==> src/rtl/knn_pkg.sv <==
`default_nettype none
// ============================================================================
//  Module   : knn_pkg
//  Purpose  : Shared FSM state type and default sizing for the k-NN blocks.
//  Revision : 1.0  initial release
// ============================================================================
package knn_pkg;

  localparam int c_k_default      = 8;
  localparam int c_w_default      = 16;
  localparam int c_type_w_default = 4;

  typedef enum logic [1:0] {
    ST_IDLE    = 2'd0,
    ST_COLLECT = 2'd1,
    ST_VOTE    = 2'd2,
    ST_HOLD    = 2'd3
  } knn_state_t;

endpackage
`default_nettype wire

==> src/rtl/topk_slot.sv <==
`default_nettype none
// ============================================================================
//  Module   : topk_slot
//  Purpose  : One entry of the sorted top-K list: register, strict-less
//             compare against the incoming sample, and shift/insert select.
//  Revision : 1.0  initial release
// ============================================================================
module topk_slot
  import knn_pkg::*;
#(
  parameter int W      = c_w_default,
  parameter int TYPE_W = c_type_w_default
) (
  input  logic              clk,
  input  logic              rst,
  input  logic              clear,
  input  logic              ins_en,
  input  logic              prev_less,
  input  logic              prev_valid,
  input  logic [W-1:0]      prev_dist,
  input  logic [TYPE_W-1:0] prev_type,
  input  logic [W-1:0]      in_dist,
  input  logic [TYPE_W-1:0] in_type,
  output logic              less,
  output logic              slot_valid,
  output logic [W-1:0]      slot_dist,
  output logic [TYPE_W-1:0] slot_type
);

  logic              r_valid;
  logic [W-1:0]      r_dist;
  logic [TYPE_W-1:0] r_type;

  // Strict compare keeps equal distances in arrival order.
  assign less = !r_valid || (in_dist < r_dist);

  always_ff @(posedge clk) begin
    if (rst || clear) begin
      r_valid <= 1'b0;
      r_dist  <= '0;
      r_type  <= '0;
    end else if (ins_en && less) begin
      if (prev_less) begin
        r_valid <= prev_valid;
        r_dist  <= prev_dist;
        r_type  <= prev_type;
      end else begin
        r_valid <= 1'b1;
        r_dist  <= in_dist;
        r_type  <= in_type;
      end
    end
  end

  assign slot_valid = r_valid;
  assign slot_dist  = r_dist;
  assign slot_type  = r_type;

endmodule
`default_nettype wire

==> src/rtl/topk_stream_sort.sv <==
`default_nettype none
// ============================================================================
//  Module   : topk_stream_sort
//  Purpose  : Streaming K-nearest list; one sample per cycle inserted in
//             sorted order. Define KNN_VOTE_EN to add a majority-label vote.
//  Revision : 1.0  initial release
// ============================================================================
module topk_stream_sort
  import knn_pkg::*;
#(
  parameter int K      = c_k_default,
  parameter int W      = c_w_default,
  parameter int TYPE_W = c_type_w_default
) (
  input  logic                   clk,
  input  logic                   rst,
  input  logic                   start,
  input  logic                   in_valid,
  output logic                   in_ready,
  input  logic [W-1:0]           in_dist,
  input  logic [TYPE_W-1:0]      in_type,
  input  logic                   in_last,
  output logic                   out_valid,
  input  logic                   out_ready,
  output logic [W-1:0]           out_dist [0:K-1],
  output logic [TYPE_W-1:0]      out_type [0:K-1],
  output logic [$clog2(K+1)-1:0] out_count
`ifdef KNN_VOTE_EN
  ,
  output logic [TYPE_W-1:0]      out_class
`endif
);

  localparam int c_cnt_w = $clog2(K+1);

  knn_state_t         r_state;
  knn_state_t         w_state_nxt;
  logic               w_clear;
  logic               w_ins_en;
  logic [c_cnt_w-1:0] r_count;
  logic [K-1:0]       w_less;
  logic [K-1:0]       w_valid;
  logic [K-1:0]       w_prev_less;
  logic [K-1:0]       w_prev_valid;
  logic [W-1:0]       w_dist      [0:K-1];
  logic [TYPE_W-1:0]  w_type      [0:K-1];
  logic [W-1:0]       w_prev_dist [0:K-1];
  logic [TYPE_W-1:0]  w_prev_type [0:K-1];
`ifdef KNN_VOTE_EN
  logic               w_vote_done;
`endif

  always_ff @(posedge clk) begin
    if (rst) r_state <= ST_IDLE;
    else     r_state <= w_state_nxt;
  end

  always_comb begin
    w_state_nxt = r_state;
    case (r_state)
      ST_IDLE:    if (start) w_state_nxt = ST_COLLECT;
      ST_COLLECT: if (!start && in_valid && in_last)
`ifdef KNN_VOTE_EN
                    w_state_nxt = ST_VOTE;
      ST_VOTE:    if (w_vote_done) w_state_nxt = ST_HOLD;
`else
                    w_state_nxt = ST_HOLD;
`endif
      ST_HOLD:    if (out_ready) w_state_nxt = ST_IDLE;
      default:    w_state_nxt = ST_IDLE;
    endcase
  end

  // start during COLLECT aborts the query and discards that cycle's sample.
  always_comb begin
    in_ready  = 1'b0;
    out_valid = 1'b0;
    w_clear   = 1'b0;
    w_ins_en  = 1'b0;
    case (r_state)
      ST_IDLE:    w_clear = start;
      ST_COLLECT: begin
        in_ready = 1'b1;
        w_clear  = start;
        w_ins_en = in_valid && !start;
      end
      ST_HOLD:    out_valid = 1'b1;
      default:    ;
    endcase
  end

  // The list stays sorted, so any insertion point implies the last slot compares less.
  always_ff @(posedge clk) begin
    if (rst || w_clear)
      r_count <= '0;
    else if (w_ins_en && w_less[K-1] && (r_count != c_cnt_w'(K)))
      r_count <= r_count + 1'b1;
  end

  assign out_count    = r_count;
  assign w_prev_less  = {w_less[K-2:0], 1'b0};
  assign w_prev_valid = {w_valid[K-2:0], 1'b0};

  for (genvar i = 0; i < K; i++) begin : g_slot
    if (i == 0) begin : g_head
      assign w_prev_dist[i] = '0;
      assign w_prev_type[i] = '0;
    end else begin : g_link
      assign w_prev_dist[i] = w_dist[i-1];
      assign w_prev_type[i] = w_type[i-1];
    end

    topk_slot #(
      .W      (W),
      .TYPE_W (TYPE_W)
    ) u_slot (
      .clk        (clk),
      .rst        (rst),
      .clear      (w_clear),
      .ins_en     (w_ins_en),
      .prev_less  (w_prev_less[i]),
      .prev_valid (w_prev_valid[i]),
      .prev_dist  (w_prev_dist[i]),
      .prev_type  (w_prev_type[i]),
      .in_dist    (in_dist),
      .in_type    (in_type),
      .less       (w_less[i]),
      .slot_valid (w_valid[i]),
      .slot_dist  (w_dist[i]),
      .slot_type  (w_type[i])
    );

    assign out_dist[i] = w_valid[i] ? w_dist[i] : '0;
    assign out_type[i] = w_valid[i] ? w_type[i] : '0;
  end

`ifdef KNN_VOTE_EN
  localparam int c_labels = 2**TYPE_W;
  localparam int c_scan_w = $clog2(K);

  logic [c_scan_w-1:0] r_scan;
  logic [c_cnt_w-1:0]  r_votes     [0:c_labels-1];
  logic [c_cnt_w-1:0]  w_votes_nxt [0:c_labels-1];
  logic [c_cnt_w-1:0]  w_best_cnt;
  logic [TYPE_W-1:0]   w_best;
  logic [TYPE_W-1:0]   r_class;
  logic                w_hit;

  assign w_vote_done = (r_scan == c_scan_w'(K-1));
  assign w_hit       = w_valid[r_scan];

  // Winner includes the slot scanned this cycle so the result lands with the last count.
  always_comb begin
    for (int l = 0; l < c_labels; l++)
      w_votes_nxt[l] = r_votes[l] +
        ((w_hit && (w_type[r_scan] == TYPE_W'(l))) ? c_cnt_w'(1) : c_cnt_w'(0));
    w_best     = '0;
    w_best_cnt = w_votes_nxt[0];
    for (int l = 1; l < c_labels; l++) begin
      if (w_votes_nxt[l] > w_best_cnt) begin
        w_best     = TYPE_W'(l);
        w_best_cnt = w_votes_nxt[l];
      end
    end
  end

  always_ff @(posedge clk) begin
    if (rst) begin
      r_scan  <= '0;
      r_class <= '0;
      for (int l = 0; l < c_labels; l++) r_votes[l] <= '0;
    end else if (r_state == ST_VOTE) begin
      r_scan <= r_scan + 1'b1;
      for (int l = 0; l < c_labels; l++) r_votes[l] <= w_votes_nxt[l];
      if (w_vote_done) begin
        r_scan  <= '0;
        r_class <= w_best;
      end
    end else begin
      r_scan <= '0;
      for (int l = 0; l < c_labels; l++) r_votes[l] <= '0;
    end
  end

  assign out_class = r_class;
`endif

endmodule
`default_nettype wire

==> config.mk <==
export PLATFORM = sky130hd
export DESIGN_NAME = topk_stream_sort
export DESIGN_NICKNAME = d
export VERILOG_FILES = /design/src/rtl/knn_pkg.sv /design/src/rtl/topk_slot.sv /design/src/rtl/topk_stream_sort.sv
export SDC_FILE = /design/constraint.sdc
export NUM_CORES = 1
export LEC_CHECK = 0
export CAP_MARGIN = 10
export CELL_PAD_IN_SITES_DETAIL_PLACEMENT = 0
export CELL_PAD_IN_SITES_GLOBAL_PLACEMENT = 2
export CORE_MARGIN = 2
export CORE_UTILIZATION = 29
export CTS_BUF_LIST = sky130_fd_sc_hd__clkbuf_4 sky130_fd_sc_hd__clkbuf_8 sky130_fd_sc_hd__clkbuf_16
export CTS_CLUSTER_DIAMETER = 30
export DETAILED_ROUTE_END_ITERATION = 8
export GPL_TIMING_DRIVEN = 0
export PLACE_DENSITY = 0.84
export RECOVER_POWER = 100
export SKIP_CTS_REPAIR_TIMING = 1
export SYNTH_ARGS = -nofsm -noshare
export SYNTH_HDL_FRONTEND = slang
export SYNTH_SLANG_ARGS = --single-unit
==> constraint.sdc <==
create_clock -name clk -period 6.6 [get_ports clk]
set_clock_uncertainty 0.2 [all_clocks]
set_input_delay 0.99 -clock clk [delete_from_list [all_inputs] [get_ports clk]]
set_output_delay 0.99 -clock clk [all_outputs]
set_load 0.1 [all_outputs]
Yosys cells after proc, flatten, opt, wreduce, memory -nomap -nowiden
Cells that the tools add are included.
Widths: inputs -> output; s select.
{"block": "classes", "reduce_logical": 32, "muxes": 45, "multipliers": 0, "n_bitwise": 0, "magnitude_cmp": 8, "shifts": 0, "n_div": 0, "eq_ne": 6, "n_addsub": 1}
{"cell": "$mux 16", "count": 15}
{"cell": "$lt 16x16->1", "count": 8}
{"cell": "$mux 4", "count": 15}
{"cell": "$logic_and 1x1->1", "count": 11}
{"cell": "$mux 1", "count": 11}
{"cell": "$logic_not 1->1", "count": 9}
{"cell": "$logic_or 1x1->1", "count": 9}
{"cell": "$mux 2", "count": 3}
{"cell": "$ne 2x2->1 const B", "count": 3}
{"cell": "$pmux 2 s3", "count": 1}
{"cell": "$add 4x1->4 const B", "count": 1}
{"cell": "$ne 4x4->1 const B", "count": 1}
{"cell": "$reduce_and 3->1", "count": 1}
{"cell": "$eq 2x1->1 const B", "count": 1}
{"cell": "$eq 2x2->1 const B", "count": 1}
{"cell": "$logic_not 2->1", "count": 1}
{"cell": "$reduce_or 2->1", "count": 1}
{"block": "word_totals", "ram_bits": 0, "out_inout_bits": 166, "latchBits": 0, "wordCells": 118, "mem_bits_ro": 0, "n_memories": 0, "reg_bits": 174}

Longest topological paths before layout
Gate-level depths: netlist (run 1).
{"block": "logic_depth", "depth_word": 5, "ltp_mapped": 11, "depth_no_buf": 9}

By module
Synthesis (run 1) repeated with hierarchy kept, for this count alone.
{"block": "unflattened", "hier_cells": 1472, "hier_area_um2": 14777.9}
{"mod": "topk_slot", "cells_per_inst": 157, "area_per_inst_um2": 1669.1, "instances": 8, "seq_area_each_um2": 420.4}
{"mod": "topk_stream_sort", "cells_per_inst": 216, "area_per_inst_um2": 1425.1, "instances": 1, "seq_area_each_um2": 120.1}

Least setup slack after synthesis (run 1)
No wires, ideal clock.
{"block": "synth_path", "path_kind": "register -> output", "startpoint": "reg g_slot[0].u_slot.r_valid", "endpoint": "out out_dist[117] (netlist name)", "setup_slack_ns": 3.311, "stages_incl_launch_ff": 4, "arrival_ns": 2.099, "path_cell_list": "dfxtp_1 > clkinv_1 > clkbuf_1 > nor2_1"}
{"element": "from (decl)", "line_no": "topk_slot.sv:30", "text": "logic r_valid;"}
{"element": "from (signal assigned)", "line_no": "topk_slot.sv:44", "text": "r_valid <= prev_valid;"}
{"element": "to (decl)", "line_no": "topk_stream_sort.sv:25", "text": "output logic [W-1:0] out_dist [0:K-1],"}

==> results of run 1 <==
sequential cells by signal (all words and copies together), names as in the netlist:
name,cells
g_slot.u_slot.slot_type,32
r_state,2
g_slot.u_slot.slot_dist,128
g_slot.u_slot.slot_valid,8
out_count,4
cell usage in the layout, fill, tap and decap left out, types with 82 or more instances in the layout:
cell,instances
dlygate4sd3_1,171
o21ai_0,146
ha_1,122
mux2i_1,146
and2_1,102
a21oi_1,174
clkbuf_1,82
nor2_1,129
inv_1,125
dfxtp_1,174
path summary, 6_finish.rpt:
| path | from | endpoint | slack, ns |
|---|---|---|---|
| setup / recovery | g_slot[3].u_slot.slot_valid | out_dist[73] | 2.13 |
| hold / removal | r_state[0] | r_state[1] | 0.31 |
| setup reg to reg | g_slot[2].u_slot.slot_dist[15] | g_slot[3].u_slot.slot_type[2] | 3.23 |
| hold reg to reg | r_state[0] | r_state[1] | 0.31 |
cells by family (layout without fill, tap and decap cells):
| kind of cell | count (synthesis) | in the layout |
|---|---|---|
| fa+ha+maj | 122 | 122 |
| buf+inv | 227 | 446 |
| flops | 174 | 174 |
| simple gates | 329 | 329 |
| mux | 147 | 147 |
| compound gates | 408 | 408 |
| xor+xnor | 2 | 2 |
cell type report:
| type | count | area share [%] |
|---|---|---|
| plain buffers | 100 | 3.031 |
| multi-input cells | 1008 | 47.89 |
| well taps | 518 | 4.486 |
| inverters | 127 | 3.300 |
| flip-flops and latches | 174 | 24.11 |
| clock buffers | 18 | 3.040 |
| repair buffers | 187 | 12.96 |
| clock inverters | 14 | 1.187 |
power groups by stage:
stage                     clock network [W]  logic, W  registers (W)
after floorplan                           0  0.000177        0.00110
after global placement                    0  0.000275        0.00111
after detailed placement                  0  0.000282        0.00111
after CTS                           0.00109  0.000284        0.00108
after global routing                0.00113  0.000318        0.00109
final                               0.00107  0.000281        0.00108
per-layer routing:
metal	up-vias	global-route usage (%)	share of wire, %
met3	34	3.563	4.9
met4	0	3.992	1.3
met5	-	0	0
met2	263	33.12	48
met1	4897	24.29	46
li1	5256	-	-
per-stage QoR:
stage	power (W)	cells	worst slack, ns
final	0.002433	2146	2.131
after global routing	0.002533	2146	1.946
after CTS	0.002453	2146	2.156
after detailed placement	0.001390	2114	2.116
after global placement	0.001383	2114	2.122
after floorplan	0.001279	1409	3.311
==> results.sh, run 1 <==
export IMPL_die_h_microns=201.9
export IMPL_period_share_pct=67.71
export IMPL_drtIter0Drc=508
export IMPL_yosys_warnings=0
export IMPL_diodes=0
export IMPL_worst_slew_pin_slew_ns=1.026
export IMPL_internal_power_w=0.001747
export IMPL_wl_microns=39250
export IMPL_powerDensity_nw_per_um2=168.4
export IMPL_area_delta_synth_final_pct=27.24
export IMPL_cp_cell_sequence="clkinv_1 > clkbuf_1 > nor2_1 > dlygate4sd3_1"
export IMPL_path_clk_slew_ns=0.08
export IMPL_fin_crit_ns=4.469
export IMPL_p_seq_share_pct=44.5
export IMPL_fmax_ghz=0.2238
export IMPL_wl_per_cell_microns=18.29
export IMPL_postRouteAntennaNets=0
export IMPL_drc_errors=0
export IMPL_overflow=0
export IMPL_grt_antenna_before_repair=0
export IMPL_syn_mean_instance_area_sq_um=8.058
export IMPL_synth_area_sq_um=11350
export IMPL_async_reset_ff_share_pct=0
export IMPL_cp_arrival_ns=3.28
export IMPL_cts_sinks=174
export IMPL_max_stage_delay_ns=1.27
export IMPL_path_depth=4
export IMPL_path_class="reg -> out"
export IMPL_crit_fanout=10
export IMPL_pwr_share_clk_pct=43.9
export IMPL_cts_buffers=17
export IMPL_yosys_area_share_simple_pct=14.47
export IMPL_grt_max_degree=18
export IMPL_finish_net_count=1763
export IMPL_fin_setup_tns_ns=0
export IMPL_rsz0062_at_grt="false"
export IMPL_power_switching_w=0.0006860
export IMPL_hpwl_microns=32560
export IMPL_die_area_sq_um=40750
export IMPL_via_per_inst=4.870
export IMPL_crit_buf_inv=3
export IMPL_row_count=72
export IMPL_drv_slew=0
export IMPL_whs_ns=0.3053
export IMPL_p_leak_nw=6.176
export IMPL_setup_violations=0
export IMPL_reg2regPathDepth=10
export IMPL_numPortBuffers=187
export IMPL_yosysSeqAreaShare_pct=30.68
export IMPL_drive_gt1_share_pct=4.914
export IMPL_die_width_microns=201.9
export IMPL_grt_util_all_layers_pct=18.99
export IMPL_crit_path_end_kind="primary output"
export IMPL_crit_path_top_delay_cell="dlygate4sd3_1"
export IMPL_placed_area_sq_um=13870
export IMPL_multiInputGateArea_sq_um=6918
export IMPL_clock_latency_ns=0.44
export IMPL_start_util_pct=29.38
export IMPL_grt_pass1_wl_microns=59860
export IMPL_synthXorXnorAreaFrac_pct=0.1543
export IMPL_yosys_area_top_type="dfxtp_1"
export IMPL_ys_seq_elements=174
export IMPL_cp_start_kind="flop"
export IMPL_io_pins=192
export IMPL_holdPathStages=1
export IMPL_final_hold_viol_count=0
export IMPL_stdcell_area_sq_um=14450
export IMPL_synth_top_family_by_area="compound AO/OA/AOI/OAI gates"
export IMPL_grt_pass1_vias=10590
export IMPL_synth_top_area_share_pct=30.68
export IMPL_clockBufferDepth=2
export IMPL_cp_required_ns=5.41
export IMPL_synthMuxAreaShare_pct=12.97
export IMPL_root_buffer="clkbuf_16"
export IMPL_status="finished clean"
export IMPL_post_route_util_pct=37.38
export IMPL_synth_common_cells="a21oi_1, dfxtp_1, mux2i_1"
export IMPL_vias=10450
export IMPL_synth_edf_count=0
export IMPL_first_pass_iters=5
export IMPL_crit_family="buffers and inverters"
export IMPL_fillCellCount=4053
export IMPL_yosys_cell_types_count=51
export IMPL_place_congestion=0.8648
export IMPL_cts_tree="yes"
export IMPL_switching_share_pct=28.19
export IMPL_synth_compound_area_share_pct=19.91
export IMPL_maxCapViolCount=0
export IMPL_yosys_top_cells_area="dfxtp_1, ha_1, mux2i_1"
export IMPL_max_slew_margin_pct=31.38
export IMPL_hold_path_class="reg -> reg"
export IMPL_syn_nets=1557
export IMPL_netlist_instances=1409
export IMPL_combinationalPowerShare_pct=11.5
export IMPL_core_sq_um=38650
export IMPL_yosys_most_used_dff="dfxtp_1"
export IMPL_yosys_area_share_adder_pct=13.45
export IMPL_ir_drop_uv=178.7
export IMPL_seqCellArea_sq_um=3483
export IMPL_htree_levels=4
(Power assumes the default switching activity.)
==> run 2: changes to the inputs <==
--- a/config.mk
+++ b/config.mk
@@ -14,7 +14,7 @@
 export CTS_CLUSTER_DIAMETER = 30
 export DETAILED_ROUTE_END_ITERATION = 8
 export GPL_TIMING_DRIVEN = 0
-export PLACE_DENSITY = 0.84
+export PLACE_DENSITY = 0.87
 export RECOVER_POWER = 100
 export SKIP_CTS_REPAIR_TIMING = 1
 export SYNTH_ARGS = -nofsm -noshare
==> constraint.sdc (replaced) <==
create_clock -name clk -period 3.8 [get_ports clk]
set_clock_uncertainty 0.2 [all_clocks]
set_input_delay 0.57 -clock clk [delete_from_list [all_inputs] [get_ports clk]]
set_output_delay 0.57 -clock clk [all_outputs]
set_load 0.1 [all_outputs]
==> run 2 against run 1 <==
  * Die area unchanged
  * Critical path depth unchanged
  * Worst setup slack got worse by 2.0 ns
  * Combinational power increased by 74%
  * Clock-buffer cell count increased by 1
  * Sequential share of layout area increased by 0.18 points
  * Wire length about the same
  * Register-to-register slack got worse by 2.5 ns
  * Critical path type unchanged
  * Design area decreased by 0.73%
  * Global-route usage increased by 0.35 points
  * Core utilization decreased by 0.27 points
==> results.sh, run 2 (synthesis results as in run 1) <==
export IMPL_status="finished clean"
export IMPL_drtIter0Drc=573
export IMPL_worstSetupStartpoint="g_slot[6].u_slot.slot_valid"
export IMPL_cts_buffers=17
export IMPL_path_class="reg -> out"
export IMPL_die_h_microns=201.9
export IMPL_clock_latency_ns=0.44
export IMPL_first_pass_iters=5
export IMPL_grt_util_all_layers_pct=19.34
export IMPL_power_w=0.004211
export IMPL_largest_reg_flops=128
export IMPL_max_slew_margin_pct=15.74
export IMPL_dp_slack_ns=-0.2376
export IMPL_fmax_ghz=0.2733
export IMPL_post_route_util_pct=37.11
export IMPL_crit_path_top_delay_cell="clkdlybuf4s50_1"
export IMPL_root_buffer="clkbuf_16"
export IMPL_rrSetupSlack_ns=0.71
export IMPL_grt_antenna_before_repair=3
export IMPL_numPortBuffers=187
export IMPL_crit_end="out_dist[26]"
export IMPL_overflow=0
export IMPL_ir_drop_uv=316.0
export IMPL_crit_fanout=10
export IMPL_cp_required_ns=3.03
export IMPL_hpwl_microns=32420
export IMPL_wl_per_cell_microns=18.29
export IMPL_grt_pass1_vias=10880
export IMPL_row_count=72
export IMPL_setup_violations=0
export IMPL_timing_rr_end="g_slot[6].u_slot.slot_dist[3]"
export IMPL_area_delta_synth_final_pct=26.32
export IMPL_path_clk_slew_ns=0.07
export IMPL_finish_net_count=1763
export IMPL_drc_errors=0
export IMPL_start_util_pct=29.38
export IMPL_crit_reg2reg_launch="g_slot[6].u_slot.slot_dist[2]"
export IMPL_final_common_cell="a21oi_1"
export IMPL_io_pins=192
export IMPL_dp_cells=2114
export IMPL_die_area_sq_um=40750
export IMPL_maxCapViolCount=0
export IMPL_rsz0062_at_grt="false"
export IMPL_grt_pass1_wl_microns=61180
export IMPL_max_stage_delay_ns=1.15
export IMPL_fin_crit_ns=3.659
export IMPL_p_leak_nw=6.115
export IMPL_grt_max_degree=17
export IMPL_worst_slew_pin_slew_ns=1.269
export IMPL_htree_levels=4
export IMPL_drv_slew=0
export IMPL_via_per_inst=4.889
export IMPL_vias=10500
export IMPL_wl_microns=39270
export IMPL_hold_path_class="reg -> reg"
export IMPL_cp_start_kind="flop"
export IMPL_drive_gt1_share_pct=5.467
export IMPL_cts_sinks=174
export IMPL_period_share_pct=96.29
export IMPL_reg2regPathDepth=10
export IMPL_cp_cell_sequence="inv_1 > clkbuf_1 > nor2_1 > clkdlybuf4s50_1"
export IMPL_clockBufferDepth=2
export IMPL_crit_path_end_kind="primary output"
export IMPL_die_width_microns=201.9
export IMPL_core_sq_um=38650
export IMPL_cts_tree="yes"
export IMPL_final_cells=2147
export IMPL_cp_arrival_ns=2.89
export IMPL_powerDensity_nw_per_um2=293.7
export IMPL_place_congestion=0.8719
export IMPL_mostFrequentLayoutCells="a21oi_1, dfxtp_1, o21ai_0"
export IMPL_postRouteAntennaNets=0
export IMPL_setup_slack_ns=0.1412
export IMPL_final_hold_viol_count=0
==> run 2: how the worst min path moves through the flow <==
stage	startpoint	to	slack, ns	depth (start not counted)
finish	r_state[0]	r_state[1]	0.30	1
global route	r_state[0]	r_state[1]	0.33	1
CTS	r_state[0]	r_state[1]	0.30	1
detailed placement	r_state[0]	r_state[1]	0.29	1
global placement	r_state[0]	r_state[1]	0.28	1
floorplan	r_state[0]	r_state[1]	0.27	1
==> run 2: where the power goes <==
part           switching, W  total [W]  internal [W]  leakage [nW]
registers         0.0000276    0.00188       0.00185          1.41
logic              0.000322   0.000488      0.000166          4.42
clock network      0.000778    0.00184       0.00106         0.294
==> run 2: critical path: cells and delay by family, from the launching register on <==
family                 cells  cell delay, ns
buffers and inverters      3            1.72
AND/OR/NAND/NOR            1            0.19
flip-flops                 1            0.54
==> run 2: area by class of cell <==
cell class / count / area (sq um)
antenna: 1 / 2.502
buffer: 100 / 445.4
clock buffer: 19 / 446.7
clock inverter: 13 / 162.7
fill: 4049 / 24310
inverter: 127 / 476.7
multi-input combinational: 1008 / 6917
sequential: 174 / 3483
tap: 518 / 648.1
timing repair buffer: 187 / 1759
==> run 2: metal layers <==
| layer | vias up | track usage, % | wire, microns |
|---|---|---|---|
| li1 | 5271 | - | - |
| met5 | - | 0 | 0 |
| met2 | 283 | 33.21 | 18710 |
| met3 | 37 | 3.676 | 1977 |
| met4 | 0 | 4.911 | 671 |
| met1 | 4906 | 24.82 | 17910 |
==> run 2: per-stage QoR <==
stage,hold slack (ns),TNS [ns],cell area (sq um)
after floorplan,0.2706,0,11350
after global placement,0.2795,-10.21,13870
after detailed placement,0.2906,-12.31,13870
after CTS,0.3014,-1.186,14480
after global routing,0.3276,0,14340
final,0.3022,0,14340
